File: config.mk
export PLATFORM = sky130hd
export DESIGN_NAME = memaccess
export DESIGN_NICKNAME = d
export VERILOG_FILES = /design/src/rtl/memaccess.sv
export SDC_FILE = /design/constraint.sdc
export NUM_CORES = 1
export LEC_CHECK = 0
export BUFFER_PORTS_ARGS = -buffer_cell sky130_fd_sc_hd__buf_4
export CORE_MARGIN = 4
export CORE_UTILIZATION = 31
export DETAILED_ROUTE_END_ITERATION = 6
export PLACE_DENSITY = 0.53
export SYNTH_ARGS = -nofsm -noshare
export SYNTH_HDL_FRONTEND = slang
export SYNTH_SLANG_ARGS = --single-unit
File: constraint.sdc
create_clock -name clk -period 5.9 [get_ports clk]
set_clock_uncertainty 0.05 [all_clocks]
set_input_delay 0.885 -clock clk [delete_from_list [all_inputs] [get_ports clk]]
set_output_delay 0.885 -clock clk [all_outputs]
set_load 0.03 [all_outputs]
File: src/rtl/memaccess.sv
// -----------------------------------------------------------------------------
// memaccess -- memory-access stage sequencer.
//
// Turns one access request from execute into one or two data-memory phases:
//   op 00 LD/LDR : RD  at M_Addr                  -> memout
//   op 01 LDI    : IND at M_Addr, RD at pointer   -> memout
//   op 10 ST/STR : WR  at M_Addr with M_Data
//   op 11 STI    : IND at M_Addr, WR at pointer with M_Data
// Every phase holds Data_req until complete_data is seen on a rising edge.
//
// Ports
//   clk, rst          : clock, asynchronous active-high reset
//   mem_start         : one-cycle request strobe (ignored while busy)
//   mem_op            : access type (see table above)
//   M_Addr, M_Data    : effective address / store data, latched on accept
//   Data_dout         : data-memory read data
//   complete_data     : data-memory completion for the current phase
//   Data_addr/din/rd  : data-memory address, write data, 1=read 0=write
//   Data_req          : data-memory request, high in every non-IDLE state
//   memout            : last load result, unchanged by stores
//   mem_done, mem_err : one-cycle completion / timeout-abort pulses
//   busy              : high whenever the sequencer is not IDLE
//
// Configuration
//   MEMACCESS_TIMEOUT_EN : when defined, a phase that waits TMO_CYCLES cycles
//                          without complete_data is aborted with mem_err and
//                          memout cleared. When undefined, the block waits
//                          indefinitely and mem_err is tied low.
// -----------------------------------------------------------------------------
module memaccess #(
    parameter int TMO_CYCLES = 255
) (
    input  logic        clk,
    input  logic        rst,
    input  logic        mem_start,
    input  logic [1:0]  mem_op,
    input  logic [15:0] M_Addr,
    input  logic [15:0] M_Data,
    input  logic [15:0] Data_dout,
    input  logic        complete_data,
    output logic [15:0] Data_addr,
    output logic [15:0] Data_din,
    output logic        Data_rd,
    output logic        Data_req,
    output logic [15:0] memout,
    output logic        mem_done,
    output logic        mem_err,
    output logic        busy
);

    typedef enum logic [1:0] {
        IDLE = 2'd0,
        IND  = 2'd1,
        RD   = 2'd2,
        WR   = 2'd3
    } state_e;

    localparam logic [1:0] OP_LD  = 2'b00;
    localparam logic [1:0] OP_LDI = 2'b01;
    localparam logic [1:0] OP_ST  = 2'b10;
    localparam logic [1:0] OP_STI = 2'b11;

    state_e      state_q;
    logic [1:0]  op_q;
    logic [15:0] addr_q;
    logic [15:0] wdata_q;
    logic [15:0] ptr_q;
    logic [15:0] memout_q;
    logic        done_q;

`ifdef MEMACCESS_TIMEOUT_EN
    localparam int TMO_W = $clog2(TMO_CYCLES + 1);

    logic [TMO_W-1:0] tmo_q;
    logic             err_q;
    logic             tmo_hit;

    // The current cycle is the TMO_CYCLES-th request cycle without completion.
    assign tmo_hit = !complete_data && (tmo_q == TMO_W'(TMO_CYCLES - 1));
`endif

    // Sequencer: state, latched request, pointer, result and pulses.
    // NOTE: sequential state uses non-blocking assignments so every register
    // samples pre-edge values; a later assignment in the block overrides an
    // earlier one, which the timeout abort relies on.
    always_ff @(posedge clk or posedge rst) begin
        if (rst) begin
            state_q  <= IDLE;
            op_q     <= 2'b00;
            addr_q   <= 16'h0000;
            wdata_q  <= 16'h0000;
            ptr_q    <= 16'h0000;
            memout_q <= 16'h0000;
            done_q   <= 1'b0;
`ifdef MEMACCESS_TIMEOUT_EN
            tmo_q    <= '0;
            err_q    <= 1'b0;
`endif
        end else begin
            done_q <= 1'b0;
`ifdef MEMACCESS_TIMEOUT_EN
            err_q  <= 1'b0;
`endif
            case (state_q)
                IDLE: begin
                    if (mem_start) begin
                        op_q    <= mem_op;
                        addr_q  <= M_Addr;
                        wdata_q <= M_Data;
                        case (mem_op)
                            OP_LD:   state_q <= RD;
                            OP_ST:   state_q <= WR;
                            default: state_q <= IND;
                        endcase
                    end
                end
                IND: begin
                    if (complete_data) begin
                        ptr_q   <= Data_dout;
                        state_q <= (op_q == OP_STI) ? WR : RD;
                    end
                end
                RD: begin
                    if (complete_data) begin
                        memout_q <= Data_dout;
                        done_q   <= 1'b1;
                        state_q  <= IDLE;
                    end
                end
                WR: begin
                    if (complete_data) begin
                        done_q  <= 1'b1;
                        state_q <= IDLE;
                    end
                end
                default: state_q <= IDLE;
            endcase
`ifdef MEMACCESS_TIMEOUT_EN
            // A completion always ends the phase, so the counter restarts at
            // zero for whatever phase (or IDLE) follows.
            if (state_q != IDLE) begin
                if (tmo_hit) begin
                    state_q  <= IDLE;
                    memout_q <= 16'h0000;
                    err_q    <= 1'b1;
                    tmo_q    <= '0;
                end else if (complete_data) begin
                    tmo_q <= '0;
                end else begin
                    tmo_q <= tmo_q + 1'b1;
                end
            end
`endif
        end
    end

    // Memory interface decoded from the state register so that an
    // asynchronous reset drops Data_req immediately.
    // NOTE: every output gets a default before the case so no latch is inferred.
    always_comb begin
        Data_req  = 1'b0;
        Data_rd   = 1'b0;
        Data_addr = 16'h0000;
        Data_din  = 16'h0000;
        case (state_q)
            IND: begin
                Data_req  = 1'b1;
                Data_rd   = 1'b1;
                Data_addr = addr_q;
            end
            RD: begin
                Data_req  = 1'b1;
                Data_rd   = 1'b1;
                Data_addr = (op_q == OP_LDI) ? ptr_q : addr_q;
            end
            WR: begin
                Data_req  = 1'b1;
                Data_din  = wdata_q;
                Data_addr = (op_q == OP_STI) ? ptr_q : addr_q;
            end
            default: ;
        endcase
    end

    assign memout   = memout_q;
    assign mem_done = done_q;
    assign busy     = (state_q != IDLE);

`ifdef MEMACCESS_TIMEOUT_EN
    assign mem_err = err_q;
`else
    assign mem_err = 1'b0;
`endif

endmodule

# Word-level counts from Yosys, hierarchy flattened
# Index checks and enable logic that the tools add are counted.
# classes
n_eq_ne,9
mux,14
n_reduce_logical,10
# ops
operator,n
two-way mux 16 bit,3
one-hot mux 16 bit (3 select lines),1
== test 2 bit (second input constant),4
two-way mux 2 bit,3
one-hot mux 2 bit (3 select lines),1
AND reduction 2 bit,3
two-way mux 1 bit,5
== test 2 x 1 -> 1 bit (second input constant),2
logical NOT 2 bit,2
inequality test 2 bit (second input constant),2
one-hot mux 2 bit (2 select lines),1
OR reduction 2 bit,2
AND reduction 3 bit,1
OR reduction 3 bit,1
inequality test 2 x 1 -> 1 bit (second input constant),1
nonzero test 2 bit,1
# word_totals
output_inout_bits,53
register_bits,69
in_bits,54
wordCells,40

# Depth between registers and ports, before layout
# logic_depth
ltp_word,4
ltp_mapped,8

# Worst setup path before layout
# OpenSTA, ideal clock, no wires.
# synth_path
path_kind,register to output
start,register state_q[0]
end,output port Data_addr[0]
setup_slack_ns,3.200
stages_incl_launch_ff,9
arrival_ns,1.765
cell_sequence,dfrtp_1 -> inv_1 -> ha_1 -> buf_2 -> mux2i_1 -> and2b_1 -> buf_2 -> a32oi_1 -> nor2_1
# synth_between
elab_chain_cells,2
word_cells_on_any_way,4
classes_between,eq/ne: 3; mux: 1
# synth_lines
element,line_no,source
start: declaration,63,state_e state_q;
start signal: assignment,120,state_q <= (op_q == OP_STI) ? WR : RD;
== test 2 bit / == test 2 x 1 -> 1 bit (equally long branches),165,case (state_q)
one-hot mux 16 bit (3 select lines) (*),165,
end: declaration,41,"output logic [15:0] Data_addr,"
# Every way passes the cells marked *; elsewhere a longest branch is shown, timed or not.

# Final worst setup path
# layout_path
start,register state_q[1]
end,output port Data_addr[12]
# Same word-level chain as after synthesis.

==> results.ini <==
[detailed_routing]
drc=0
via_per_inst=4.605
drt_iter0_markers=46
routed_wl_um=7498
wl_per_cell_um=15.85
num_vias=2178
antenna_left=0
first_pass_iters=4

[yosys]
synth_edf_count=0
syn_nets=293
yosysTopAreaCell=dfrtp_1
async_reset_ff_share_pct=100.0
synth_area_leaders=dfrtp_1 56%, mux2_2 24%, a32oi_1 4.5%, and2_1 3.2%, nor2_1 2.1%
netlist_top_cells_count=69 x dfrtp_1, 66 x mux2_2, 17 x nor2_1
ys.flop_type=dfrtp_1
synth-seq-cells=69
syn_inst=235
yosysWarnings=0
ys_types=28
syn_area_per_cell_sq_um=13.20
synth_seq_area_share_pct=55.65
yosysTopAreaCellShare_pct=55.65
yosysMostFrequentCell=dfrtp_1
netlist_area_sq_um=3103

[floorplanning]
fp.dieW_um=108.0
die_area_sq_um=11670
fp.dieH_um=108.0
core_sq_um=9774
num_rows=36
ios=107
initial_core_util_pct=31.75

[final_layout]
fin_nets=394
diodes=0
layout-drive-gt1-share_pct=56.18
area_growth_pct=35.52
stdcell_count=473

[global_route]
first_global_vias=2255
grt_max_degree=70
antenna_found_initial=0
grt-ovfl-total=0
grt_pass1_wl_um=11790
track_usage_pct=13.25

[pwr]
cellPowerDensity_nw_per_um2=636.7
peakVddDrop_uv=232.3
p_leak_nw=1.959
total_power_mw=2.677

[placed_design]
hpwl_um=5089
pre_cts_ws_ns=2.757
io_buffers=105
gp_congestion=0.7312
place_inst=458

[clocking]
cts-resized-gates=0
clockBufferDepth=2
clock-sinks=69
numCtsBuffers=9
cts-root-buf=clkbuf_8
cts_tree=done
postCtsSetupBuffers=0
clk-insertion-delay-late_ns=0.34
hold_buffers=0
clk_pin_slew_ns=0.07
ctsHtreeMaxLevel=3

[timing]
maxSlewViolCount=0
slew_headroom_pct=40.83
grt_setup_unrepaired=false
setup_viol=0
fin_ws_ns=2.410
setup-tns-final_ns=0
tightest_slew_ns=0.8875
min_period_over_period_pct=59.14
hold_viol=0
min_period_ns=3.490
max_freq_mhz=286.6

[setup_path]
crit_path_end_kind=primary output
critical_path.startpoint=state_q[1]
rrSetupSlack_ns=3.77
cp_max_fo=22
cp_data_arrival_time_ns=2.55
cp.required_ns=4.97
crit-reg2reg-launch=state_q[0]
startpoint_type=flop
endpoint=Data_addr[12]
reg2regPathDepth=5
crit_type=flop to primary output
r2r_end=addr_q[0]

[min_path]
hold_path.class=flop to flop

[job]
cap_viol_max_count=0

[run_status]
status=completed

area by class of cell:
cell class	count	area (sq um)
Multi-Input combinational cell	145	1261
Clock inverter	3	67.56
Sequential cell	69	1727
Timing Repair Buffer	107	803.3
Fill cell	968	5569
Clock buffer	12	165.2
Inverter	4	15.01
Tap cell	133	166.4
layer usage:
| layer | vias to the layer above | global-route usage (%) | part of all wire, % |
|---|---|---|---|
| li1 | 1032 | - | - |
| met1 | 1089 | 16.42 | 42 |
| met2 | 46 | 21.71 | 50 |
| met3 | 11 | 3.821 | 5.5 |
| met4 | 0 | 5.410 | 1.7 |
| met5 | - | 0 | 0 |
sequential cells by signal (all words and copies together) (netlist names):
name	cells
state_q	2
op_q	2
wdata_q	16
addr_q	16
ptr_q	16
memout	16
mem_done	1
layout by cell type (no fill, tap or decap), types with 3 or more instances in the layout:
cell | synthesis | layout
nand2_1 | 5 | 5
clkbuf_8 | 0 | 12
a32oi_1 | 16 | 16
inv_1 | 4 | 3
buf_4 | 3 | 107
o21ai_0 | 4 | 4
mux2_2 | 66 | 66
nor2_1 | 17 | 17
and2_1 | 16 | 16
dfrtp_1 | 69 | 69
ha_1 | 4 | 4
metrics by stage:
step	hold WS [ns]	area (sq um)	utilization (%)
2_1_floorplan	0.4206	3103	-
3_3_place_gp	0.4313	3973	40.64
3_5_place_dp	0.4358	3973	40.64
4_1_cts	0.4536	4205	43.02
5_1_grt	0.4763	4205	43.02
6_report	0.4503	4205	43.02
power by group:
group,internal (mW),switching (mW),total [mW]
logic,0.602,0.775,1.38
registers,0.716,0.134,0.850
clock network,0.271,0.180,0.450
how the worst min path moves through the flow:
stage | endpoint | slack, ns | startpoint | cells past startpoint
after global placement | wdata_q[5] | 0.43 | wdata_q[5] | 1
after floorplan | wdata_q[0] | 0.42 | wdata_q[0] | 1
after detailed placement | wdata_q[0] | 0.44 | wdata_q[0] | 1
final | wdata_q[0] | 0.45 | wdata_q[0] | 1
after CTS | wdata_q[0] | 0.45 | wdata_q[0] | 1
after global routing | wdata_q[7] | 0.48 | wdata_q[7] | 1
kinds of logic (layout without fill, tap and decap cells):
| logic type | Yosys count | count (layout) | synth area share (%) |
|---|---|---|---|
| buffers and inverters | 21 | 126 | 3.709 |
| AND/OR/NAND/NOR | 44 | 44 | 7.258 |
| flip-flops | 69 | 69 | 55.65 |
| AO/OA/AOI/OAI | 29 | 29 | 7.379 |
| other | 1 | 1 | 0.1209 |
| multiplexers | 67 | 67 | 24.27 |
| adder cells (fa/ha/maj) | 4 | 4 | 1.613 |
worst max-delay path: stages, from the launching register on:
cell and delay [ns]:
dfrtp_1 0.38, ha_1 0.61, mux2i_1 0.15, and2b_1 0.61
a32oi_1 0.12, nor2_1 0.16, buf_4 0.19
No activity file was read; power rests on OpenSTA's default activity.
